<file path="src/rtl/counter_pkg.sv">
// Shared FSM encoding and default widths for the counter controller.
// latency: n/a; backpressure: n/a.
package counter_pkg;

    localparam int COUNT_WIDTH_DEF    = 4;
    localparam int PRESCALE_WIDTH_DEF = 8;

    localparam logic [1:0] ST_IDLE = 2'd0;
    localparam logic [1:0] ST_RUN  = 2'd1;
    localparam logic [1:0] ST_DONE = 2'd2;

endpackage

</file>
<file path="src/rtl/counter_ctrl_if.sv">
// Control/status bundle between a counter controller and its user.
// latency: n/a; backpressure: none, all signals are level/pulse qualified.
interface counter_ctrl_if
    import counter_pkg::*;
#(
    parameter int COUNT_WIDTH    = COUNT_WIDTH_DEF,
    parameter int PRESCALE_WIDTH = PRESCALE_WIDTH_DEF
) ();

    logic                      start_i;
    logic                      stop_i;
    logic                      step_i;
    logic                      clear_i;
    logic                      oneshot_i;
    logic [PRESCALE_WIDTH-1:0] prescale_i;
    logic [COUNT_WIDTH-1:0]    counter_value_i;
    logic                      enable_o;
    logic                      clear_o;
    logic                      busy_o;
    logic                      done_o;

    modport master (
        output start_i, stop_i, step_i, clear_i, oneshot_i, prescale_i, counter_value_i,
        input  enable_o, clear_o, busy_o, done_o
    );

    modport slave (
        input  start_i, stop_i, step_i, clear_i, oneshot_i, prescale_i, counter_value_i,
        output enable_o, clear_o, busy_o, done_o
    );

endinterface

</file>
<file path="src/rtl/counter_ctrl_prescaler.sv">
// Free-running prescaler that reloads to zero when it reaches the reload value.
// latency: tick is combinational from the count register; backpressure: none.
module counter_ctrl_prescaler #(
    parameter int PRESCALE_WIDTH = 8
) (
    input  logic                      clock_i,
    input  logic                      reset_n_i,
    input  logic                      restart,
    input  logic                      run,
    input  logic [PRESCALE_WIDTH-1:0] reload,
    output logic                      tick
);

    logic [PRESCALE_WIDTH-1:0] cnt;

    assign tick = (cnt == reload);

    always_ff @(posedge clock_i or negedge reset_n_i) begin
        if (!reset_n_i) begin
            cnt <= '0;
        end else if (restart) begin
            cnt <= '0;
        end else if (run) begin
            cnt <= tick ? '0 : cnt + 1'b1;
        end
    end

endmodule

</file>
<file path="src/rtl/counter_ctrl.sv">
// Start/stop/step/oneshot controller generating a prescaled enable for an external counter.
// latency: all outputs registered, one cycle after the deciding edge; backpressure: none.
module counter_ctrl
    import counter_pkg::*;
#(
    parameter int COUNT_WIDTH    = COUNT_WIDTH_DEF,
    parameter int PRESCALE_WIDTH = PRESCALE_WIDTH_DEF
) (
    input  logic           clock_i,
    input  logic           reset_n_i,
    counter_ctrl_if.slave  bus
);

    logic [1:0]                state;
    logic [PRESCALE_WIDTH-1:0] reload;
    logic                      oneshot;
    logic                      enable;
    logic                      clear_pulse;
    logic                      run;
    logic                      restart;
    logic                      tick;
    logic                      wrap;
    logic [PRESCALE_WIDTH-1:0] prescale_in;
    logic [COUNT_WIDTH-1:0]    count_in;

    assign prescale_in = bus.prescale_i;
    assign count_in    = bus.counter_value_i;

    assign run     = (state == ST_RUN);
    assign restart = !bus.clear_i && !bus.stop_i && bus.start_i && !run;
    // The counter is about to wrap on this edge if it is enabled and at all-ones.
    assign wrap    = oneshot && enable && (count_in == {COUNT_WIDTH{1'b1}});

    counter_ctrl_prescaler #(
        .PRESCALE_WIDTH (PRESCALE_WIDTH)
    ) u_prescaler (
        .clock_i   (clock_i),
        .reset_n_i (reset_n_i),
        .restart   (restart),
        .run       (run),
        .reload    (reload),
        .tick      (tick)
    );

    always_ff @(posedge clock_i or negedge reset_n_i) begin
        if (!reset_n_i) begin
            state       <= ST_IDLE;
            reload      <= '0;
            oneshot     <= 1'b0;
            enable      <= 1'b0;
            clear_pulse <= 1'b0;
        end else begin
            clear_pulse <= bus.clear_i;
            enable      <= 1'b0;
            if (bus.clear_i) begin
                state <= ST_IDLE;
            end else if (bus.stop_i) begin
                if (run) begin
                    state <= ST_IDLE;
                end
            end else if (restart) begin
                state   <= ST_RUN;
                reload  <= prescale_in;
                oneshot <= bus.oneshot_i;
            end else if (run) begin
                if (wrap) begin
                    state <= ST_DONE;
                end else begin
                    enable <= tick;
                end
            end else if (bus.step_i && (state == ST_IDLE)) begin
                enable <= 1'b1;
            end
        end
    end

    assign bus.enable_o = enable;
    assign bus.clear_o  = clear_pulse;
    assign bus.busy_o   = (state == ST_RUN);
    assign bus.done_o   = (state == ST_DONE);

endmodule

</file>
<file path="src/flat_wrapper.sv">
// flat-port wrapper written by rule: the top's interface ports become plain ports
module counter_ctrl_flat import counter_pkg::*;
#(
    parameter int COUNT_WIDTH    = COUNT_WIDTH_DEF,
    parameter int PRESCALE_WIDTH = PRESCALE_WIDTH_DEF
)
  (clock_i, reset_n_i, bus_start_i, bus_stop_i, bus_step_i, bus_clear_i, bus_oneshot_i, bus_prescale_i, bus_counter_value_i, bus_enable_o, bus_clear_o, bus_busy_o, bus_done_o);
  counter_ctrl_if #(.COUNT_WIDTH(COUNT_WIDTH), .PRESCALE_WIDTH(PRESCALE_WIDTH)) bus_i ();
  input  logic clock_i;
  input  logic reset_n_i;
  input wire logic [$bits(bus_i.start_i)-1:0] bus_start_i;
  input wire logic [$bits(bus_i.stop_i)-1:0] bus_stop_i;
  input wire logic [$bits(bus_i.step_i)-1:0] bus_step_i;
  input wire logic [$bits(bus_i.clear_i)-1:0] bus_clear_i;
  input wire logic [$bits(bus_i.oneshot_i)-1:0] bus_oneshot_i;
  input wire logic [$bits(bus_i.prescale_i)-1:0] bus_prescale_i;
  input wire logic [$bits(bus_i.counter_value_i)-1:0] bus_counter_value_i;
  output wire logic [$bits(bus_i.enable_o)-1:0] bus_enable_o;
  output wire logic [$bits(bus_i.clear_o)-1:0] bus_clear_o;
  output wire logic [$bits(bus_i.busy_o)-1:0] bus_busy_o;
  output wire logic [$bits(bus_i.done_o)-1:0] bus_done_o;
  assign bus_i.start_i = bus_start_i;
  assign bus_i.stop_i = bus_stop_i;
  assign bus_i.step_i = bus_step_i;
  assign bus_i.clear_i = bus_clear_i;
  assign bus_i.oneshot_i = bus_oneshot_i;
  assign bus_i.prescale_i = bus_prescale_i;
  assign bus_i.counter_value_i = bus_counter_value_i;
  assign bus_enable_o = bus_i.enable_o;
  assign bus_clear_o = bus_i.clear_o;
  assign bus_busy_o = bus_i.busy_o;
  assign bus_done_o = bus_i.done_o;
  counter_ctrl #(.COUNT_WIDTH(COUNT_WIDTH), .PRESCALE_WIDTH(PRESCALE_WIDTH)) u_core (.clock_i(clock_i), .reset_n_i(reset_n_i), .bus(bus_i));
endmodule
</file>
<file path="config.mk">
export PLATFORM = sky130hd
export DESIGN_NAME = counter_ctrl_flat
export DESIGN_NICKNAME = d
export VERILOG_FILES = /design/src/rtl/counter_pkg.sv /design/src/rtl/counter_ctrl_if.sv /design/src/rtl/counter_ctrl_prescaler.sv /design/src/rtl/counter_ctrl.sv /design/src/flat_wrapper.sv
export SDC_FILE = /design/constraint.sdc
export NUM_CORES = 1
export LEC_CHECK = 0
export ABC_AREA = 0
export CORE_ASPECT_RATIO = 1.5
export CORE_MARGIN = 2
export CORE_UTILIZATION = 45
export CTS_CLUSTER_DIAMETER = 30
export DETAILED_ROUTE_END_ITERATION = 10
export PLACE_DENSITY_LB_ADDON = 0.1
export SYNTH_ARGS = -nofsm -noshare
export SYNTH_HDL_FRONTEND = slang
export SYNTH_HIERARCHICAL = 1
export SYNTH_SLANG_ARGS = --single-unit
export TNS_END_PERCENT = 10
</file>
<file path="constraint.sdc">
create_clock -name clock_i -period 1.74 [get_ports clock_i]
set_input_delay 0.348 -clock clock_i [delete_from_list [all_inputs] [get_ports clock_i]]
set_output_delay 0.348 -clock clock_i [all_outputs]
set_load 0.05 [all_outputs]
</file>
Word-level counts from Yosys, hierarchy flattened
Cells that the tools add are included.

$add $sub $neg: 1. Equality and inequality tests: 5. Muxes and demuxes: 15. Bitwise logic cells: 2. Reduce and logical (&&, ||, !) cells: 15.

Operators with widths (number): $mux W8 (3); $mux W2 (6); $add A8 B1 Y8 const B (1); $eq A8 B8 Y1 (1); $logic_and A1 B1 Y1 (6); $mux W1 (6); $reduce_and A3 Y1 (2); $eq A4 B4 Y1 const B (1); $reduce_bool A4 Y1 (1); $logic_not A1 Y1 (3); $ne A3 B1 Y1 const B (1); $reduce_bool A3 Y1 (1); $eq A2 B1 Y1 const B (1); $eq A2 B2 Y1 const B (1); $logic_not A2 Y1 (1); $not A1 Y1 (2); $reduce_bool A2 Y1 (1).

Bits in registers: 21. Output and inout port bits: 4. Logic and storage cells: 44.

Depth between registers and ports, before layout
Depth in word-level cells: 7. Gate-level depth with buffers: 9. Depth with buffers taken out: 8.

Hierarchy
The synthesis kept the hierarchy.

Modules (own cells, without submodules): counter_ctrl (times used 1, cells each 42, area each 581.8 µm², sequential area each 325.3 µm²); counter_ctrl_prescaler (times used 1, cells each 56, area each 528.0 µm², sequential area each 200.2 µm²).

Worst setup path before layout
OpenSTA, ideal clock, no wires.

Path type: register -> register. From: register u_core.state[0]. To: register u_core.u_prescaler.cnt[7]. Setup time: 129 ps. Arrival: 1883 ps. Required time: 1611 ps. Setup slack: -271 ps. Cell stages (with the launch flop): 10. Path through: dfrtp_1 nand2b_1 inv_2 or4_4 buf_6 inv_1 o211ai_1 nor3_1 xnor2_1 nor2_1.

Cells in the longest elaborated chain, start to end: 4. Elaborated cells between the ends (all ways): 5. Those cells by class: eq/ne: 1; mux: 1; reduce/logical: 3.

RTL lines: start: declaration (line counter_ctrl.sv:14) `logic [1:0] state;`; start signal: assignment (line counter_ctrl.sv:47) `state <= ST_IDLE;`; start signal: assignment (line counter_ctrl.sv:56) `state <= ST_IDLE;`; start signal: assignment (line counter_ctrl.sv:59) `state <= ST_IDLE;`; $eq A2 B1 Y1 *; named net bus_busy_o (line flat_wrapper.sv:20) `output wire logic [$bits(bus_i.busy_o)-1:0] bus_busy_o;`; $logic_not A1 Y1 * (line counter_ctrl.sv:30) `assign restart = !bus.clear_i && !bus.stop_i && bus.start_i && !run;`; $logic_and A1 B1 Y1 * (line counter_ctrl.sv:30); named net u_core.restart (line counter_ctrl.sv:20) `logic restart;`; $mux W8 or $reduce_bool A2 Y1 (tied branches); end signal: assignment (line counter_ctrl_prescaler.sv:24) `cnt <= tick ? '0 : cnt + 1'b1;`; end: declaration (line counter_ctrl_prescaler.sv:14) `logic [PRESCALE_WIDTH-1:0] cnt;`.

Mark *: on every way through the listed nets, which the timed path passes. The rest lies on a longest branch. A chain may end at the register's enable or synchronous reset.

Worst setup path in the final report
From: input port bus_stop_i. To: register u_core.u_prescaler.cnt[5].

Cells in the longest elaborated chain, start to end: 5. Elaborated cells between the ends (all ways): 6. Those cells by class: mux: 1; reduce/logical: 5.

RTL lines: start: declaration (line flat_wrapper.sv:12) `input wire logic [$bits(bus_i.stop_i)-1:0] bus_stop_i;`; $logic_not A1 Y1 * (line counter_ctrl.sv:30); $logic_and A1 B1 Y1 * (3 in series) (line counter_ctrl.sv:30); named net u_core.restart (line counter_ctrl.sv:20); $mux W8 or $reduce_bool A2 Y1 (tied branches).

Marks and branches as above.

==> results.md <==
* Outcome: finished clean
* CP max-delay cell: or4_4
* Min-Delay Endpoint: u_core/bus.clear_o
* Worst path cell trace: clkdlybuf4s50_1 -> or4_4 -> inv_4 -> o211ai_1 -> nor2_1 -> xnor2_1 -> nor2_1
* Critical Path RT at 1.94 ns
* Top Ports at 23
* Hold Slack at 0.3464 ns
* DR iter-0 viols at 34
* Routed Antenna Nets at 0
* CP Max Fanout at 4
* Seq cells post-synth at 21
* Layout cells sized above 1 at 26.52%
* Synth Area in XOR/XNOR at 10.26%
* Worst-Margin Slew at 0.2995 ns
* Avg Cell Area, Syn at 11.32 sq um
* Hpwl dp at 1.699 mm
* Post-layout util at 61.70%
* Startpoint types: input pin
* Initial antenna violation count at 0
* RSZ-0062 raised after global routing: true
* CP Class: in2reg
* CTS tree: built
* Final WS setup at 0.05625 ns
* Min-Delay Path Class: in2reg
* Fin. max-slew vios at 0
* Worst-skew pair later-pin latency at 0.30 ns
* Layout Area Growth over Synthesis at 33.15%
* Post-Route WL at 2.259 mm
* WL met2 at 1.226 mm
* Initial Utilization at 46.34%
* Met3 WL at 95 um
* Max Buffers Root-to-Sink at 2
* Yosys cell types at 30
* Die Wd at 44.55 um
* Ant diodes at 0
* Clock slew at reported path FFs at 0.12 ns
* Worst R2R End: u_core/u_prescaler/cnt[5]
* Cells after Synth at 98
* Pwr per Cell Area at 854.5 nW/um^2
* Pin count of the biggest net entering global routing at 22
* Reg-to-reg startpoint: u_core/state[0]
* Hold path depth at 2
* Critical path's largest stage delay at 0.54 ns
* Post-synthesis adder-cell area fraction at 1.127%
* H-tree levels at 1
* Max Cap Viol at 0
* Vias per cell at 5.519
* Post-synthesis mux area share at 12.18%
* Synthesized Nets at 118
* Commonest non-fill, non-tap cells in the layout: dfrtp_1 (21), clkdlybuf4s50_1 (16), xnor2_1 (12), buf_4 (11)
* Global-route usage over all layers at 18.21%
* Ys Warns at 6
* Max-slew headroom at 79.95%
* CP arrival at 1.88 ns
* Nets at 153
* Final setup fails at 0
* Period utilisation layout at 96.77%
* Die height at 64.82 um
* Row count at 22
* Drt drc at 0
* Setup crit end kind: flop
* Main combinational cell family by area after synthesis: simple AND/OR/NAND/NOR gates
* Sinks on Clock Net at 21
* Pleak at 0.0006744 uW
* CTS Buf Count at 3
* Cts hold-fix bufs at 0
* Root Buffer: clkbuf_4
* Top sig layer: met4
* Hold Crit Start: bus_clear_i
* GPL Wtd Cong at 0.7537
* Most common cell after layout, fill and taps aside: dfrtp_1
* I/O Buffers at 22
* Vias in the first global route at 826
* Die area at 2888 sq um
* Vias at 861
* Netlist Area Pre-Place at 1110 sq um
* First-pass GRT wire length at 3.767 mm
* DR WL/cell at 14.48 um
* Reg2Reg Depth at 8
* Crit-path most repeated cell: nor2_1
* Pre-CTS worst setup slack at -0.3645 ns
* Max Clk Rate at 593.9 MHz
* Peak VDD IR at 0.0005757 V
* Post-Synth Simple-Gate Area at 14.43%
* Final Hold Viols at 0
* Post-Place Cells at 152
* Post-synthesis compound-gate area fraction at 10.94%
* Flop2flop setup slack at 0.08 ns
* Wire length on met1 at 912 um
* Crit path time final at 1.684 ns
* Post-CTS setup buffer count at 0
* Grt ovf at 0
* Non-filler instance count after layout at 156
* Core Area at 2395 sq um
* Worst Skew at 0.001767 ns
* Sequential fraction of the synthesis area at 47.35%
* Drt first pass iters at 4
[routing by layer]
layer	track usage, %	vias to the layer above
met1	21.29	427
met3	2.786	2
met5	0	-
met2	30.98	24
met4	9.091	0
li1	-	408
[flip-flops by register name, indices dropped and copies added (netlist names)]
name,flops
u_core/state,2
u_core/oneshot,1
u_core/reload,8
u_core/bus.enable_o,1
u_core/bus.clear_o,1
u_core/u_prescaler/cnt,8
[worst max path at each step]
stage               startpoint                   endpoint  slack, ns  cells after the start
2_1_floorplan  u_core/state[0]  u_core/u_prescaler/cnt[7]      -0.14                      9
3_3_place_gp       bus_start_i  u_core/u_prescaler/cnt[7]      -0.32                      8
3_5_place_dp       bus_start_i  u_core/u_prescaler/cnt[7]      -0.36                      8
4_1_cts            bus_clear_i  u_core/u_prescaler/cnt[7]      0.007                      7
5_1_grt        u_core/state[0]  u_core/u_prescaler/cnt[5]      -0.04                      8
6_report            bus_stop_i  u_core/u_prescaler/cnt[5]       0.06                      7
[cell usage after synthesis]
| cell | count | share of area [%] |
|---|---|---|
| nand2_1 | 7 | 2.4 |
| nand4_2 | 2 | 2.3 |
| nor2_1 | 9 | 3.0 |
| o211ai_1 | 1 | 0.68 |
| o31ai_4 | 1 | 1.9 |
| nor3_1 | 2 | 0.90 |
| o2111ai_1 | 2 | 1.6 |
| dfrtp_1 | 21 | 47 |
| or4_1 | 1 | 0.68 |
| or4_4 | 1 | 1.0 |
| a211oi_1 | 1 | 0.68 |
| o21ai_2 | 1 | 0.79 |
| inv_1 | 7 | 2.4 |
| o21ai_0 | 6 | 2.7 |
| o211a_1 | 1 | 0.90 |
| xor2_1 | 1 | 0.79 |
| nor2b_1 | 1 | 0.56 |
| nand4_1 | 1 | 0.56 |
| and2b_1 | 1 | 0.68 |
| inv_2 | 1 | 0.34 |
| ha_1 | 1 | 1.1 |
| xnor2_1 | 12 | 9.5 |
| or2_1 | 1 | 0.56 |
| o311ai_1 | 1 | 0.79 |
| nand4b_1 | 1 | 0.79 |
| nand2b_1 | 1 | 0.56 |
| buf_6 | 1 | 1.0 |
| mux2_4 | 9 | 12 |
| nand3_1 | 1 | 0.45 |
| a21oi_1 | 2 | 0.90 |
[timing repair]
action,in CTS,in global routing
cloned,0,0
pin swaps,0,0
endpoints found under the hold margin,0,0
resized for setup,1,3
setup endpoints to repair,2,5
[report_power, final]
| group | total [uW] | leakage, uW | internal [uW] | switching, uW |
|---|---|---|---|---|
| Clock | 245 | 0.0000177 | 85.7 | 159 |
| Combinational | 366 | 0.000388 | 208 | 158 |
| Sequential | 652 | 0.000268 | 568 | 84.0 |
[kinds of logic after synthesis]
group	after synthesis
adders and majority gates	1
xor gates and xnor gates	13
and+or+nand+nor	29
DFF	21
buffers and inverters	9
muxes	9
AOI/OAI and AO/OA	16
[final cells by class]
type / instances / area, sq um
fillers: 197 / 917.1
multi-input cells: 68 / 555.5
flip-flops and latches: 21 / 525.5
repair buffers: 31 / 304.0
inverters: 8 / 35.03
well taps: 24 / 30.03
clock buffers: 3 / 22.52
clock inverters: 1 / 5.005
[worst max-delay path, delay by kind of cell]
| kind | cells | cell delay (ns) |
|---|---|---|
| AND/OR/NAND/NOR | 3 | 0.77 |
| buffers and inverters | 2 | 0.50 |
| AO/OA/AOI/OAI | 1 | 0.13 |
| XOR/XNOR | 1 | 0.13 |
[through the flow]
step	area (sq um)	total power (uW)	setup TNS, ns
CTS	1463	1269	0
global route	1478	1334	-0.08047
global placement	1436	1014	-4.455
detailed placement	1436	1027	-4.974
finish	1478	1263	0
floorplan	1119	895.7	-0.4122
Note: power is estimated with default switching activity, not from simulation.
